--- config.mk ---
export PLATFORM = sky130hd
export DESIGN_NAME = pipe_ctrl_unit
export DESIGN_NICKNAME = d
export VERILOG_FILES = /design/src/rtl/pipe_ctrl_unit.sv
export SDC_FILE = /design/constraint.sdc
export NUM_CORES = 1
export LEC_CHECK = 0
export BUFFER_PORTS_ARGS = -buffer_cell sky130_fd_sc_hd__buf_2
export CAP_MARGIN = 20
export CORE_MARGIN = 2
export CORE_UTILIZATION = 42
export CTS_CLUSTER_SIZE = 24
export DETAILED_ROUTE_END_ITERATION = 8
export PLACE_DENSITY = 0.67
export SLEW_MARGIN = 25
export SYNTH_ARGS = -nofsm -noshare
export SYNTH_HDL_FRONTEND = slang
export SYNTH_SLANG_ARGS = --single-unit
export TNS_END_PERCENT = 100
--- constraint.sdc ---
create_clock -name clk -period 3 [get_ports clk]
set_clock_uncertainty 0.05 [all_clocks]
set_input_delay 0 -clock clk [delete_from_list [all_inputs] [get_ports clk]]
set_output_delay 0 -clock clk [all_outputs]
set_load 0.05 [all_outputs]
--- src/rtl/pipe_ctrl_unit.sv ---
// Pipelined MIPS control unit: ID decode, ID/EX, EX/MEM and MEM/WB
// control registers, load-use stall, flush bubbles, illegal-op tracking.
module pipe_ctrl_unit #(
    parameter int OPCODE_W = 3,
    parameter int RA_W     = 3,
    parameter int CNT_W    = 8
) (
    input  logic                clk,
    input  logic                rst_n,
    input  logic                valid_id,
    input  logic [OPCODE_W-1:0] opcode_id,
    input  logic [RA_W-1:0]     rs_id,
    input  logic [RA_W-1:0]     rt_id,
    input  logic                flush_in,
    output logic                hazard_stall,
    output logic                ex_regDst,
    output logic                ex_aluSrc,
    output logic [1:0]          ex_aluOp,
    output logic                mem_memRead,
    output logic                mem_memWrite,
    output logic                mem_branch,
    output logic                wb_memtoReg,
    output logic                wb_regWrite,
    output logic                illegal_op,
    output logic [OPCODE_W-1:0] illegal_opcode,
    output logic [CNT_W-1:0]    illegal_cnt
);

    typedef struct packed {
        logic       regDst;
        logic       aluSrc;
        logic       memtoReg;
        logic       regWrite;
        logic       memRead;
        logic       memWrite;
        logic       branch;
        logic [1:0] aluOp;
    } ctrl_t;

    typedef struct packed {
        logic memtoReg;
        logic regWrite;
        logic memRead;
        logic memWrite;
        logic branch;
    } memCtrl_t;

    typedef struct packed {
        logic memtoReg;
        logic regWrite;
    } wbCtrl_t;

    ctrl_t     idex, idexN, decWord;
    memCtrl_t  exmem, exmemN;
    wbCtrl_t   memwb, memwbN;
    logic [RA_W-1:0] idexRt, idexRtN;
    logic upperSet, isIllegal, illegalEvt;

    generate
        if (OPCODE_W > 3) begin : gUpper
            assign upperSet = |opcode_id[OPCODE_W-1:3];
        end else begin : gNoUpper
            assign upperSet = 1'b0;
        end
    endgenerate

    always_comb begin
        decWord   = '0;
        isIllegal = upperSet;
        if (!upperSet) begin
            unique case (opcode_id[2:0])
                3'b000:  decWord = 9'b100100000;
                3'b001:  decWord = 9'b010100010;
                3'b100:  decWord = 9'b011110011;
                3'b101:  decWord = 9'b010001011;
                3'b110:  decWord = 9'b000000101;
                3'b111:  decWord = 9'b010100011;
                default: isIllegal = 1'b1;
            endcase
        end
    end

    assign hazard_stall = valid_id & idex.memRead
                        & ((idexRt == rs_id) | (idexRt == rt_id))
                        & ~flush_in;

    assign illegalEvt = valid_id & isIllegal & ~flush_in & ~hazard_stall;

    always_comb begin
        idexN   = '0;
        idexRtN = '0;
        exmemN  = '{memtoReg: idex.memtoReg, regWrite: idex.regWrite,
                    memRead: idex.memRead, memWrite: idex.memWrite,
                    branch: idex.branch};
        memwbN  = '{memtoReg: exmem.memtoReg, regWrite: exmem.regWrite};
        if (flush_in) begin
            exmemN = '0;
        end else if (!hazard_stall && valid_id && !isIllegal) begin
            idexN   = decWord;
            idexRtN = rt_id;
        end
    end

    always_ff @(posedge clk or negedge rst_n) begin
        if (!rst_n) begin
            idex   <= '0;
            idexRt <= '0;
            exmem  <= '0;
            memwb  <= '0;
        end else begin
            idex   <= idexN;
            idexRt <= idexRtN;
            exmem  <= exmemN;
            memwb  <= memwbN;
        end
    end

    // Only the first illegal opcode is kept; the counter sticks at all-ones.
    always_ff @(posedge clk or negedge rst_n) begin
        if (!rst_n) begin
            illegal_op     <= 1'b0;
            illegal_opcode <= '0;
            illegal_cnt    <= '0;
        end else if (illegalEvt) begin
            if (illegal_cnt != '1) illegal_cnt <= illegal_cnt + CNT_W'(1);
            if (!illegal_op) begin
                illegal_op     <= 1'b1;
                illegal_opcode <= opcode_id;
            end
        end
    end

    assign ex_regDst    = idex.regDst;
    assign ex_aluSrc    = idex.aluSrc;
    assign ex_aluOp     = idex.aluOp;
    assign mem_memRead  = exmem.memRead;
    assign mem_memWrite = exmem.memWrite;
    assign mem_branch   = exmem.branch;
    assign wb_memtoReg  = memwb.memtoReg;
    assign wb_regWrite  = memwb.regWrite;

endmodule

Word-level counts from Yosys, hierarchy flattened
Cells that the tools add are included.
Storage, ports and cells
  bits in writable memories: 0
  memory bits (read-only): 0
  bits in registers: 31
  bits in latches: 0
  memories kept: 0
  word-level logic and storage cells: 52
  input bits: 13
Operators by class
  shifts and indexed selects: 0
  multiplexer cells: 7
  divide/modulo/power cells: 0
  multipliers: 0
  bitwise gates (word level): 10
  equality and inequality tests: 8
  reductions and logical operators: 7
  order comparisons: 0
  add/sub/neg operators: 1
Operators by type and width (count)
  one-hot mux 9 bit (6 select lines): 1
  two-way mux 9 bit: 2
  == test 3 bit, second input constant: 4
  adder 8 x 1 -> 8 bit, second input constant: 1
  inequality test 8 bit, second input constant: 1
  bitwise AND 1 bit: 6
  == test 3 bit: 2
  two-way mux 3 bit: 2
  OR reduction 6 bit: 1
  two-way mux 5 bit: 1
  AND reduction 2 bit: 2
  == test 3 x 1 -> 1 bit, second input constant: 1
  logical NOT 3 bit: 1
  inverter 1 bit: 3
  logical AND 1 bit: 2
  logical NOT 1 bit: 1
  two-way mux 1 bit: 1
  bitwise OR 1 bit: 1

Logic depth before layout (Yosys ltp)
  depth in word-level cells: 9
  depth in mapped cells: 6

Worst setup path before layout
Ideal clock, no wire load.
  kind: reg2reg
  from: register illegal_cnt[0]
  to: register illegal_cnt[3]
  path slack: 1098 ps
  cell stages (with the launch flop): 7
  arrival time: 1705 ps
  cells stage by stage: dfrtp_1 -> ha_1 -> nand4_1 -> nor2_1 -> nand4b_1 -> nor2_1 -> xor2_1
On the way
  longest elaborated chain between the ends: 2
  elaborated cells between the ends (all ways): 3
  classes of those cells: 1 x add/sub; 1 x eq/ne; 1 x reduce/logical
Ends and longest elaborated chain
  start, declared: line 26  | output logic [CNT_W-1:0] illegal_cnt
  start signal, assigned: line 125  | if (illegal_cnt != '1) illegal_cnt <= illegal_cnt + CNT_W'(1);
  parallel branches: the longest is 2 deep, another holds adder 8 x 1 -> 8 bit
Several ways; the timed one is not identified.
A chain may end at the register's enable or synchronous reset.

==> summary.md <==
| Metric | Value |
|---|---|
| P per Cell Area | `between 600 and 700 nW/um^2` |
| Vias per inst | `approximately 5.0` |
| # nets final | `between 150 and 200` |
| Worst path cell trace | `xnor2_1 -> nand3_1 -> a21boi_1 -> or2_1 -> nor4b_2 -> dlygate4sd3_1` |
| Crit Path Max Fanout | `5` |
| Global-route wire length before repair | `slightly above 4000 um` |
| Core Box Area | `2730 sq um` |
| Max Cap Viol | `0` |
| Worst Setup SP | `idexRt[1]` |
| Lkg Pwr | `between 0.7 and 0.8 nW` |
| Fin crit share | `between 60% and 70%` |
| Clk slew on worst S/H paths | `~0.15 ns` |
| Most common cell after layout, fill and taps aside | `buf_2` |
| Fill count | `approximately 250` |
| Worst slew pin tran | `a little over 0.6 ns` |
| Via count | `between 800 and 900` |
| GPL Wtd Cong | `roughly 0.7` |
| CTS tree | `done` |
| Clock Sinks | `28` |
| Final hold violations | `0` |
| Diodes inserted | `0` |
| Area occupied by multi-input gates | `just under 500 sq um` |
| Non-filler cells, final | `between 150 and 200` |
| Critical R2R Launch | `idexRt[1]` |
| Drt first pass iters | `3` |
| Starting Density | `~44%` |
| Post-DP HPWL | `about 1600 um` |
| Total GRT Usage | `about 15%` |
| Synthesized Nets | `around 110` |
| WP data arrival | `~2.2 ns` |
| Largest net degree at the start of global routing | `29` |
| RSZ-0062 raised after global routing | `no` |
| Crit path kind | `reg2reg` |
| Status | `finished, final reports clean` |
| Wire per inst | `roughly 13 um` |
| PostCTS Resize Cnt | `0` |
| CP Launch Type | `flip-flop` |
| Chip width | `around 58 um` |
| Ys async rst share | `100%` |
| Total grt overflow | `0` |
| Syn-to-layout area delta | `28.7%` |
| Die height | `between 50 and 60 um` |
| IO Pins | `35` |
| Slowest CP cell | `dlygate4sd3_1` |
| Share of layout cells above drive strength 1 | `33.6%` |
| Initial antenna violation count | `0` |
| FMAX | `approximately 0.50 GHz` |
| FF+latch area | `between 700 and 800 sq um` |
| Flops & latches, synth | `28` |
| H-tree Lvls | `1` |
| Worst EP required | `approximately 3.2 ns` |
| TritonCTS buffer count | `3` |
| Post-Synthesis Cells | `97` |
| Row Count | `19` |
| Final Slew Violations | `0` |
| Minimum clock period after layout | `~2.0 ns` |
| Most frequent cells in the layout | `buf_2, dfrtp_1, dlygate4sd3_1` |
| Full die area | `approximately 3300 sq um` |
| Fin area | `roughly 1600 sq um` |
| Drt total wl | `between 2000 and 2500 um` |
| Yosys warns | `0` |
| DRT antenna net count | `0` |
| Setup TNS Final | `0 ns` |
| Worst setup EP type | `flip-flop` |
| Yosys cell types | `29` |
| # setup viols final | `0` |
| Vias in the first global route | `~950` |
| Syn_area_per_cell | `approximately 12 sq um` |
| Max clock buf depth | `2` |
| Register area share after synthesis | `about 58%` |
| Hold Crit Class | `in2async` |
| Placed insts | `160` |
| Skew-Pair Late Insertion Delay | `approximately 0.31 ns` |
| Number of enable flip-flop cells after synthesis | `0` |
| Placed cell areas | `1400 sq um` |
| Slew margin rel. | `between 50 and 60%` |
| I/O Buffers | `34` |
| # DRC | `0` |
| DRT iter0 DRCs | `20` |
| Slowest stage delay, CP | `just under 0.6 ns` |
| Peak VDD IR | `between 0.0004 and 0.0005 V` |
| Root Buffer | `clkbuf_4` |
| Dominant synthesized flop cell | `dfrtp_1` |
| Cell Area, Synth | `approximately 1200 sq um` |
| Tot Pwr | `0.966 mW` |
==> metrics by stage <==
step           hold slack (ns)  util (%)  setup WS [ns]
6_report                 0.158      56.9          0.995
5_1_grt                  0.172      56.9          0.853
4_1_cts                  0.160      56.9          0.999
3_5_place_dp          0.000412      51.3           1.36
3_3_place_gp          -0.00442      51.3           1.46
2_1_floorplan           -0.346         -           1.10
==> cell families after synthesis <==
family | synth area share [%]
AO/OA/AOI/OAI | 2.28
XOR/XNOR | 9.42
adder cells (fa/ha/maj) | 1.04
buffers and inverters | 1.24
flip-flops | 58.0
multiplexers | 1.86
AND/OR/NAND/NOR | 26.2
==> Yosys cell counts, types with 3 or more instances <==
cell	n	area [sq um]
and3_1	4	25.0
dfrtp_1	28	701
nand2_1	3	11.3
nand3_1	5	25.0
nand4_1	3	18.8
nor2_1	5	18.8
nor2b_1	6	37.5
nor3_2	3	30.0
xnor2_1	7	61.3
xor2_1	6	52.6
==> power by group <==
group	total, mW	internal (mW)	switching (mW)
Combinational	0.271	0.0757	0.196
Sequential	0.456	0.416	0.0398
Clock	0.239	0.135	0.104
Total	0.966	0.627	0.339
==> worst max-delay path: cells and delay by family (launching register included) <==
kind                      cells  cell delay [ns]
and+or+nand+nor               3             0.65
xor gates and xnor gates      1             0.15
AOI/OAI and AO/OA             1             0.09
buffers and inverters         1             0.58
DFF                           1             0.43
==> routing by layer <==
| layer | vias to the layer above | share of wire, % | track usage [%] |
|---|---|---|---|
| met5 | - | 0 | 0 |
| met4 | 0 | 0.59 | 4.32 |
| met3 | 2 | 4.7 | 3.35 |
| met2 | 17 | 53 | 27.3 |
| met1 | 433 | 42 | 19.0 |
| li1 | 424 | - | - |
==> flip-flops by register name (all words and copies together) (netlist names) <==
signal          count
illegal_opcode      3
idex                4
illegal_cnt         8
mem_branch          1
mem_memRead         1
ex_aluOp            2
mem_memWrite        1
wb_memtoReg         1
ex_regDst           1
idexRt              3
exmem               1
illegal_op          1
wb_regWrite         1
==> final cells by class <==
cell class	instances	area share (%)
Sequential cell	28	45.1
Clock buffer	3	1.45
Timing Repair Buffer	44	17.4
Clock inverter	1	1.93
Multi-Input combinational cell	67	31.7
Tap cell	31	2.49
==> final timing paths <==
kind,endpoint,slack (ns),cells after the start
setup reg to reg,idex[4],0.99,6
max in group asynchronous,idexRt[2],2.35,2
setup / recovery,idex[4],0.99,6
hold / removal,mem_memWrite,0.16,2
hold reg to reg,wb_regWrite,0.33,0
min in group clk,ex_aluOp[0],0.18,4
==> repair_timing <==
item / 4_1_cts / 5_1_grt
setup buffers: 0 / 0
hold endpoints to repair: 43 / 0
setup endpoints to repair: 0 / 0
hold buffers: 10 / 0
Note: power is estimated with default switching activity, not from simulation.
